### src/rtl/mips_pkg.sv
// Shared definitions for the MEM stage: WBM control-field bit positions and FSM states.
package mips_pkg;

  localparam int WBM_REGWR   = 3;
  localparam int WBM_MEM2REG = 2;
  localparam int WBM_MEMRD   = 1;
  localparam int WBM_MEMWR   = 0;

  typedef enum logic [1:0] {
    ST_IDLE = 2'd0,
    ST_REQ  = 2'd1,
    ST_WAIT = 2'd2,
    ST_RESP = 2'd3
  } mem_state_e;

endpackage

### src/rtl/mem_timeout_ctr.sv
// Clearable watchdog counter; saturates at all-ones and flags terminal count.
module mem_timeout_ctr #(
  parameter int W = 8
) (
  input  logic clk,
  input  logic reset,
  input  logic clear,
  input  logic enable,
  output logic tc
);

  logic [W-1:0] count;

  always_ff @(posedge clk or posedge reset) begin
    if (reset) begin
      count <= '0;
    end else if (clear) begin
      count <= '0;
    end else if (enable && !tc) begin
      count <= count + 1'b1;
    end
  end

  assign tc = &count;

endmodule

### src/rtl/mem_stage_ctrl.sv
// MEM-stage controller: data-memory handshake, upstream stall and MEM/WB register.
// Optional build macro MEM_ALIGN_CHECK_EN traps unaligned accesses instead of aligning them.
module mem_stage_ctrl
  import mips_pkg::*;
#(
  parameter int DATA_W    = 32,
  parameter int TIMEOUT_W = 8
) (
  input  logic              clk,
  input  logic              reset,
  input  logic              in_valid,
  input  logic [DATA_W-1:0] alu_result,
  input  logic [DATA_W-1:0] store_data,
  input  logic [4:0]        dst_reg,
  input  logic [3:0]        wbm,
  output logic              stall_out,
  output logic              dmem_req,
  output logic              dmem_we,
  output logic [DATA_W-1:0] dmem_addr,
  output logic [DATA_W-1:0] dmem_wdata,
  input  logic              dmem_gnt,
  input  logic              dmem_rvalid,
  input  logic [DATA_W-1:0] dmem_rdata,
  output logic              wb_valid,
  output logic              wb_reg_write,
  output logic              wb_mem_to_reg,
  output logic [4:0]        wb_dst_reg,
  output logic [DATA_W-1:0] wb_alu_result,
  output logic [DATA_W-1:0] wb_load_data,
  output logic              bus_err,
  output logic              misalign_exc
);

  mem_state_e        state, state_next;
  logic              mem_op, misaligned;
  logic              capture, abort, ctr_clear, ctr_en, ctr_tc;
  logic [DATA_W-1:0] addr_q, wdata_q, rdata_q;
  logic [4:0]        dst_q;
  logic              we_q, regwr_q, mem2reg_q, err_q, mis_q;

  assign mem_op = in_valid & (wbm[WBM_MEMRD] | wbm[WBM_MEMWR]);

`ifdef MEM_ALIGN_CHECK_EN
  assign misaligned = (alu_result[1:0] != 2'b00);
`else
  assign misaligned = 1'b0;
`endif

  mem_timeout_ctr #(.W(TIMEOUT_W)) u_timeout (
    .clk    (clk),
    .reset  (reset),
    .clear  (ctr_clear),
    .enable (ctr_en),
    .tc     (ctr_tc)
  );

  always_ff @(posedge clk or posedge reset) begin
    if (reset) state <= ST_IDLE;
    else       state <= state_next;
  end

  // Completion on the terminal-count cycle wins over the timeout abort.
  always_comb begin
    state_next = state;
    stall_out  = 1'b0;
    dmem_req   = 1'b0;
    ctr_clear  = 1'b0;
    ctr_en     = 1'b0;
    capture    = 1'b0;
    abort      = 1'b0;
    unique case (state)
      ST_IDLE: begin
        if (mem_op) begin
          stall_out  = 1'b1;
          ctr_clear  = 1'b1;
          state_next = misaligned ? ST_RESP : ST_REQ;
        end
      end
      ST_REQ: begin
        stall_out = 1'b1;
        dmem_req  = 1'b1;
        ctr_en    = 1'b1;
        if (dmem_gnt) begin
          if (we_q) begin
            state_next = ST_RESP;
          end else if (dmem_rvalid) begin
            capture    = 1'b1;
            state_next = ST_RESP;
          end else begin
            state_next = ST_WAIT;
          end
        end else if (ctr_tc) begin
          abort      = 1'b1;
          state_next = ST_RESP;
        end
      end
      ST_WAIT: begin
        stall_out = 1'b1;
        ctr_en    = 1'b1;
        if (dmem_rvalid) begin
          capture    = 1'b1;
          state_next = ST_RESP;
        end else if (ctr_tc) begin
          abort      = 1'b1;
          state_next = ST_RESP;
        end
      end
      ST_RESP: begin
        state_next = ST_IDLE;
      end
      default: state_next = ST_IDLE;
    endcase
  end

  // The access is latched on acceptance so the bus sees stable values even if inputs wiggle.
  always_ff @(posedge clk or posedge reset) begin
    if (reset) begin
      addr_q    <= '0;
      wdata_q   <= '0;
      rdata_q   <= '0;
      dst_q     <= '0;
      we_q      <= 1'b0;
      regwr_q   <= 1'b0;
      mem2reg_q <= 1'b0;
      err_q     <= 1'b0;
      mis_q     <= 1'b0;
    end else if (state == ST_IDLE && mem_op) begin
      addr_q    <= alu_result;
      wdata_q   <= store_data;
      rdata_q   <= '0;
      dst_q     <= dst_reg;
      we_q      <= wbm[WBM_MEMWR];
      regwr_q   <= wbm[WBM_REGWR];
      mem2reg_q <= wbm[WBM_MEM2REG];
      err_q     <= 1'b0;
      mis_q     <= misaligned;
    end else if (capture) begin
      rdata_q <= dmem_rdata;
    end else if (abort) begin
      err_q <= 1'b1;
    end
  end

  assign dmem_we    = we_q;
  assign dmem_addr  = {addr_q[DATA_W-1:2], 2'b00};
  assign dmem_wdata = wdata_q;

  always_ff @(posedge clk or posedge reset) begin
    if (reset) begin
      wb_valid      <= 1'b0;
      wb_reg_write  <= 1'b0;
      wb_mem_to_reg <= 1'b0;
      wb_dst_reg    <= '0;
      wb_alu_result <= '0;
      wb_load_data  <= '0;
      bus_err       <= 1'b0;
      misalign_exc  <= 1'b0;
    end else if (state == ST_RESP) begin
      wb_valid      <= 1'b1;
      wb_reg_write  <= regwr_q & ~err_q & ~mis_q;
      wb_mem_to_reg <= mem2reg_q;
      wb_dst_reg    <= dst_q;
      wb_alu_result <= addr_q;
      wb_load_data  <= rdata_q;
      bus_err       <= err_q;
      misalign_exc  <= mis_q;
    end else if (in_valid && !stall_out) begin
      wb_valid      <= 1'b1;
      wb_reg_write  <= wbm[WBM_REGWR];
      wb_mem_to_reg <= wbm[WBM_MEM2REG];
      wb_dst_reg    <= dst_reg;
      wb_alu_result <= alu_result;
      wb_load_data  <= '0;
      bus_err       <= 1'b0;
      misalign_exc  <= 1'b0;
    end else begin
      wb_valid     <= 1'b0;
      wb_reg_write <= 1'b0;
      bus_err      <= 1'b0;
      misalign_exc <= 1'b0;
    end
  end

endmodule

### config.mk
export PLATFORM = sky130hd
export DESIGN_NAME = mem_stage_ctrl
export DESIGN_NICKNAME = d
export VERILOG_FILES = /design/src/rtl/mips_pkg.sv /design/src/rtl/mem_timeout_ctr.sv /design/src/rtl/mem_stage_ctrl.sv
export SDC_FILE = /design/constraint.sdc
export NUM_CORES = 1
export LEC_CHECK = 0
export CAP_MARGIN = 15
export CORE_MARGIN = 10
export CORE_UTILIZATION = 51
export CTS_CLUSTER_DIAMETER = 60
export CTS_CLUSTER_SIZE = 25
export DETAILED_ROUTE_END_ITERATION = 10
export GPL_TIMING_DRIVEN = 0
export PLACE_DENSITY = 0.95
export RECOVER_POWER = 100
export REMOVE_ABC_BUFFERS = 1
export SYNTH_ARGS = -nofsm -noshare
export SYNTH_HDL_FRONTEND = slang
export SYNTH_SLANG_ARGS = --single-unit
### constraint.sdc
create_clock -name clk -period 13.83 [get_ports clk]
set_input_delay 4.149 -clock clk [delete_from_list [all_inputs] [get_ports clk]]
set_output_delay 4.149 -clock clk [all_outputs]
set_load 0.005 [all_outputs]
# Word level (Yosys, flattened, before mapping)
# Index checks and enable logic that the tools add are counted.
[classes]
n_addsub = 1
n_eq_ne = 5
n_mux = 40
bitwise_logic = 4
reduce_logical = 13
[op_table]
columns = ["op", "count"]
rows = [
  ["2-to-1 mux 32 bit", 6],
  ["2-to-1 mux 1 bit", 22],
  ["2-to-1 mux 8 bit", 2],
  ["2-to-1 mux 5 bit", 2],
  ["adder 8 x 1 -> 8 bit, second input constant", 1],
  ["2-to-1 mux 2 bit", 4],
  ["case mux 2 bit (4 select lines)", 1],
  ["AND reduction 8 bit", 1],
  ["nonzero test 2 bit", 4],
  ["case mux 1 bit (2 select lines)", 3],
  ["== test 2 bit, second input constant", 2],
  ["logical AND 1 bit", 3],
  ["AND 1 bit", 2],
  ["== test 2 x 1 -> 1 bit, second input constant", 1],
  ["zero test 1 bit", 2],
  ["zero test 2 bit", 1],
  ["!= test 2 x 1 -> 1 bit, second input constant", 1],
  ["!= test 2 bit, second input constant", 1],
  ["AND reduction 2 bit", 1],
  ["OR reduction 2 bit", 1],
  ["inverter 1 bit", 1],
  ["OR 1 bit", 1],
]
[totals]
register_bits = 188
in_bits = 110
out_inout_bits = 141
word_cells = 80

# Depth between registers and ports, before layout
[logic_depth]
ltp_word = 8
mapped_depth = 9
depth_no_buf = 6

# Hierarchy
# From an unflattened synthesis, not the netlist that was laid out.
[unflattened]
cells_unflattened = 701
hier_area_um2 = 8722.1
[modules_own_cells]
columns = ["module", "instances", "cells_each", "area_each_um2", "seq_area_each_um2"]
rows = [
  ["mem_stage_ctrl", 1, 655, 8250.4, 4504.3],
  ["mem_timeout_ctr", 1, 46, 471.7, 200.2],
]

# Worst setup path before layout
# OpenSTA, ideal clock, no wires.
[synth_path]
kind = "in2out"
startpoint = "in wbm[0]"
endpoint = "out stall_out"
t_arrival_ns = 4.786
required_ns = 9.681
slack_ns = 4.895
path_stages = 5
path_cell_list = "o211a_1 -> buf_2 -> buf_2 -> nor2_1 -> nor2_1"
[synth_via]
elab_chain_cells = 4
[synth_lines]
columns = ["element", "line_no", "source"]
rows = [
  ["from (decl)", "mem_stage_ctrl.sv:15", "input logic [3:0] wbm,"],
  ["OR 1 bit", "mem_stage_ctrl.sv:41", "assign mem_op = in_valid & (wbm[WBM_MEMRD] | wbm[WBM_MEMWR]);"],
  ["AND 1 bit", "mem_stage_ctrl.sv:41", ""],
  ["2-to-1 mux 1 bit", "mem_stage_ctrl.sv:73", "if (mem_op) begin"],
  ["case mux 1 bit (2 select lines)", "mem_stage_ctrl.sv:71", "unique case (state)"],
  ["to (decl)", "mem_stage_ctrl.sv:16", "output logic stall_out,"],
]
# No other way between the ends.

# Final worst setup path
# Same ends and word-level chain as after synthesis.

==> insert_results.sql <==
INSERT INTO impl_metrics (metric_group, metric, value, unit) VALUES
('clock_network', 'clock_latency', '420', 'ps'),
('critical_path', 'critical_path_capture_point_type', 'primary output', ''),
('critical_path', 'cp_slowest_cell', 'sky130_fd_sc_hd__o211a_1', ''),
('final_layout', 'fillCellCount', '1147', ''),
('synth', 'postSynthCellCount', '910', ''),
('clock_network', 'clock-sinks', '188', ''),
('clock_network', 'h-tree-depth', '4', ''),
('clock_network', 'post_cts.repair.setup_buffers', '0', ''),
('timing', 'maxSlewHeadroom', '-1.92', ''),
('drt', 'num_vias', '6954', ''),
('pwr', 'power.density', '216', 'nW/µm²'),
('synth', 'ys.warnings.count', '0', ''),
('final_layout', 'antenna_cells_inserted', '0', ''),
('drt', 'avgRoutedWirePerCell', '17.4', 'µm'),
('clock_network', 'cts_resized', '0', ''),
('clock_network', 'tritoncts', 'yes', ''),
('clock_network', 'cts-buffers-inserted', '17', ''),
('global_routing', 'grt_antenna_before_repair', '0', ''),
('run_status', 'failed_checks', 'capacitance limit, slew limit', ''),
('final_layout', 'synthToLayoutAreaGrowth', '37.0', '%'),
('drt', 'postRouteAntennaNets', '0', ''),
('critical_path', 'critical_path_fanouts_max', '61', ''),
('synth', 'ys_seq_elements', '188', ''),
('floorplanning', 'die_area', '21400', 'µm²'),
('timing', 'finalCriticalPeriod', '11450', 'ps'),
('timing', 'final_critical_path_setup_slack', '2380', 'ps'),
('flow_run', 'max_cap_violations', '4', ''),
('final_layout', 'post-route-util', '0.707', ''),
('critical_path', 'worst_path_dominant_cell_family', 'buffers and inverters', ''),
('global_routing', 'grt_start_max_net_pins', '100', ''),
('place', 'routabilityCongestion', '0.785', ''),
('drt', 'route.detailed.drc', '0', ''),
('worst_hold_path', 'hp-class', 'flop to flop', ''),
('drt', 'detailed_route_vias_per_instance', '5.20', ''),
('synth', 'synth.yosys.seq_area_share', '0.578', ''),
('critical_path', 'r2r_setup_slack', '8240', 'ps'),
('critical_path', 'critical_path_class', 'input port to primary output', ''),
('final_layout', 'design.final.nets', '1224', ''),
('floorplanning', 'start_util', '0.516', ''),
('clock_network', 'cts_hold_buf', '0', ''),
('pwr', 'cellLeakagePower', '5.33', 'nW'),
('clock_network', 'clk_root_buffer_cell', 'sky130_fd_sc_hd__clkbuf_16', ''),
('timing', 'period_share', '0.828', ''),
('floorplanning', 'vertical_die_dimension', '146', 'µm'),
('timing', 'slew_violations', '211', ''),
('timing', 'max_clock_freq', '87.3', 'MHz'),
('floorplanning', 'die_width', '146', 'µm'),
('critical_path', 'worst_r2r_path_depth', '9', ''),
('synth', 'yosys.area.top_type', 'sky130_fd_sc_hd__dfrtp_1', ''),
('floorplanning', 'rows', '46', ''),
('place', 'place_worst_setup_slack', '3250', 'ps'),
('run_status', 'status', 'finished with violations', ''),
('drt', 'detail_route.iter0.violations', '506', ''),
('critical_path', 'worstSetupStartpointType', 'input port', ''),
('synth', 'avgSynthCellArea', '8.94', 'µm²'),
('critical_path', 'critical_path_depth', '6', ''),
('clock_network', 'path_clk_slew', '70', 'ps'),
('drt', 'dr.pass1.iters', '5', ''),
('timing', 'clock_skew', '14.1', 'ps'),
('critical_path', 'cell_by_cell_trace_of_the_critical_path', 'dlygate4sd3_1 > o211a_1 > buf_16 > nor2_1 > nor2_1 > dlygate4sd3_1', ''),
('timing', 'grt_setup_unrepaired', 'false', ''),
('drt', 'top_routing_layer_in_use', 'met4', ''),
('final_layout', 'layout.cells.most_common_list', 'sky130_fd_sc_hd__nand2_1, sky130_fd_sc_hd__dfrtp_1, sky130_fd_sc_hd__dlygate4sd3_1, sky130_fd_sc_hd__clkdlybuf4s50_1, sky130_fd_sc_hd__a21oi_1', ''),
('clock_network', 'max-clock-path-buffers', '2', ''),
('final_layout', 'regArea', '4700', 'µm²'),
('critical_path', 'worst_ep_required_time', '9680', 'ps'),
('global_routing', 'first_global_vias', '7145', ''),
('global_routing', 'groute.usage.overall', '0.215', ''),
('final_layout', 'drive_above_1_share', '0.0553', ''),
('pwr', 'worst_ir_drop_vdd', '0.130', 'mV'),
('worst_hold_path', 'min_path_cells', '2', '');
## path summary, 6_finish.rpt
kind	from	to
max	wbm[0]	stall_out
max in group asynchronous	reset	wb_load_data[14]
max reg2reg	state[0]	wb_alu_result[5]
min in group asynchronous	reset	dmem_wdata[25]
min	dmem_wdata[29]	dmem_wdata[29]
min reg2reg	dmem_wdata[29]	dmem_wdata[29]
## power by group
part	internal, mW	switching [mW]
sequential	0.787	0.131
clock	0.270	0.222
combinational	0.479	0.514
## cells by family after synthesis
kind of cell,count (synthesis),share of synthesized area
buffers and inverters,93,0.0623
DFF,188,0.578
other,1,0.000461
and+or+nand+nor,452,0.228
AOI/OAI and AO/OA,166,0.118
xor gates and xnor gates,3,0.00323
muxes,1,0.00123
adders and majority gates,6,0.00922
## cells in the mapped netlist (all sizes together)
master,number
a22o,1
nand2,385
clkbuf,32
nand3,3
conb,1
nor2b,39
buf,56
o21ai,38
a31oi,1
or3,1
o211a,2
a21oi,113
a41oi,1
o21bai,1
and3,1
nand2b,1
nor3,3
a221o,1
nand4,1
ha,6
mux2i,1
nor3b,1
xor2,3
or3b,1
inv,5
o211ai,4
o21ba,1
nand3b,2
a31o,1
and2,1
o311a,1
and3b,1
o41ai,1
dfrtp,188
nor2,12
## worst register-to-register path: cells and delay by family, from the launching register on
family	cells	cell delay [ps]
adders and majority gates	1	260
buffers and inverters	4	2110
DFF	1	420
and+or+nand+nor	1	1490
AOI/OAI and AO/OA	3	1220
## layout make-up
class                           instances  share of cell area
Clock buffer                           21              0.0422
Clock inverter                         11              0.0111
Inverter                                5             0.00180
Multi-Input combinational cell        631               0.260
Sequential cell                       188               0.422
Tap cell                              216              0.0242
Timing Repair Buffer                  265               0.239
## per-stage QoR
step	hold slack (ps)	total power, mW	cells	area, µm²
6_report	470	2.40	1337	11200
2_1_floorplan	446	1.40	824	7660
4_1_cts	479	2.54	1337	11300
3_3_place_gp	456	1.97	1287	10400
3_5_place_dp	461	2.04	1305	10700
5_1_grt	506	2.58	1337	11200
## per-layer routing
metal / up-vias / GRT usage
li1: 3286 / -
met1: 3374 / 0.243
met2: 249 / 0.370
met3: 45 / 0.0714
met4: 0 / 0.0856
met5: - / 0
Power figures use the tool's default switching activity.
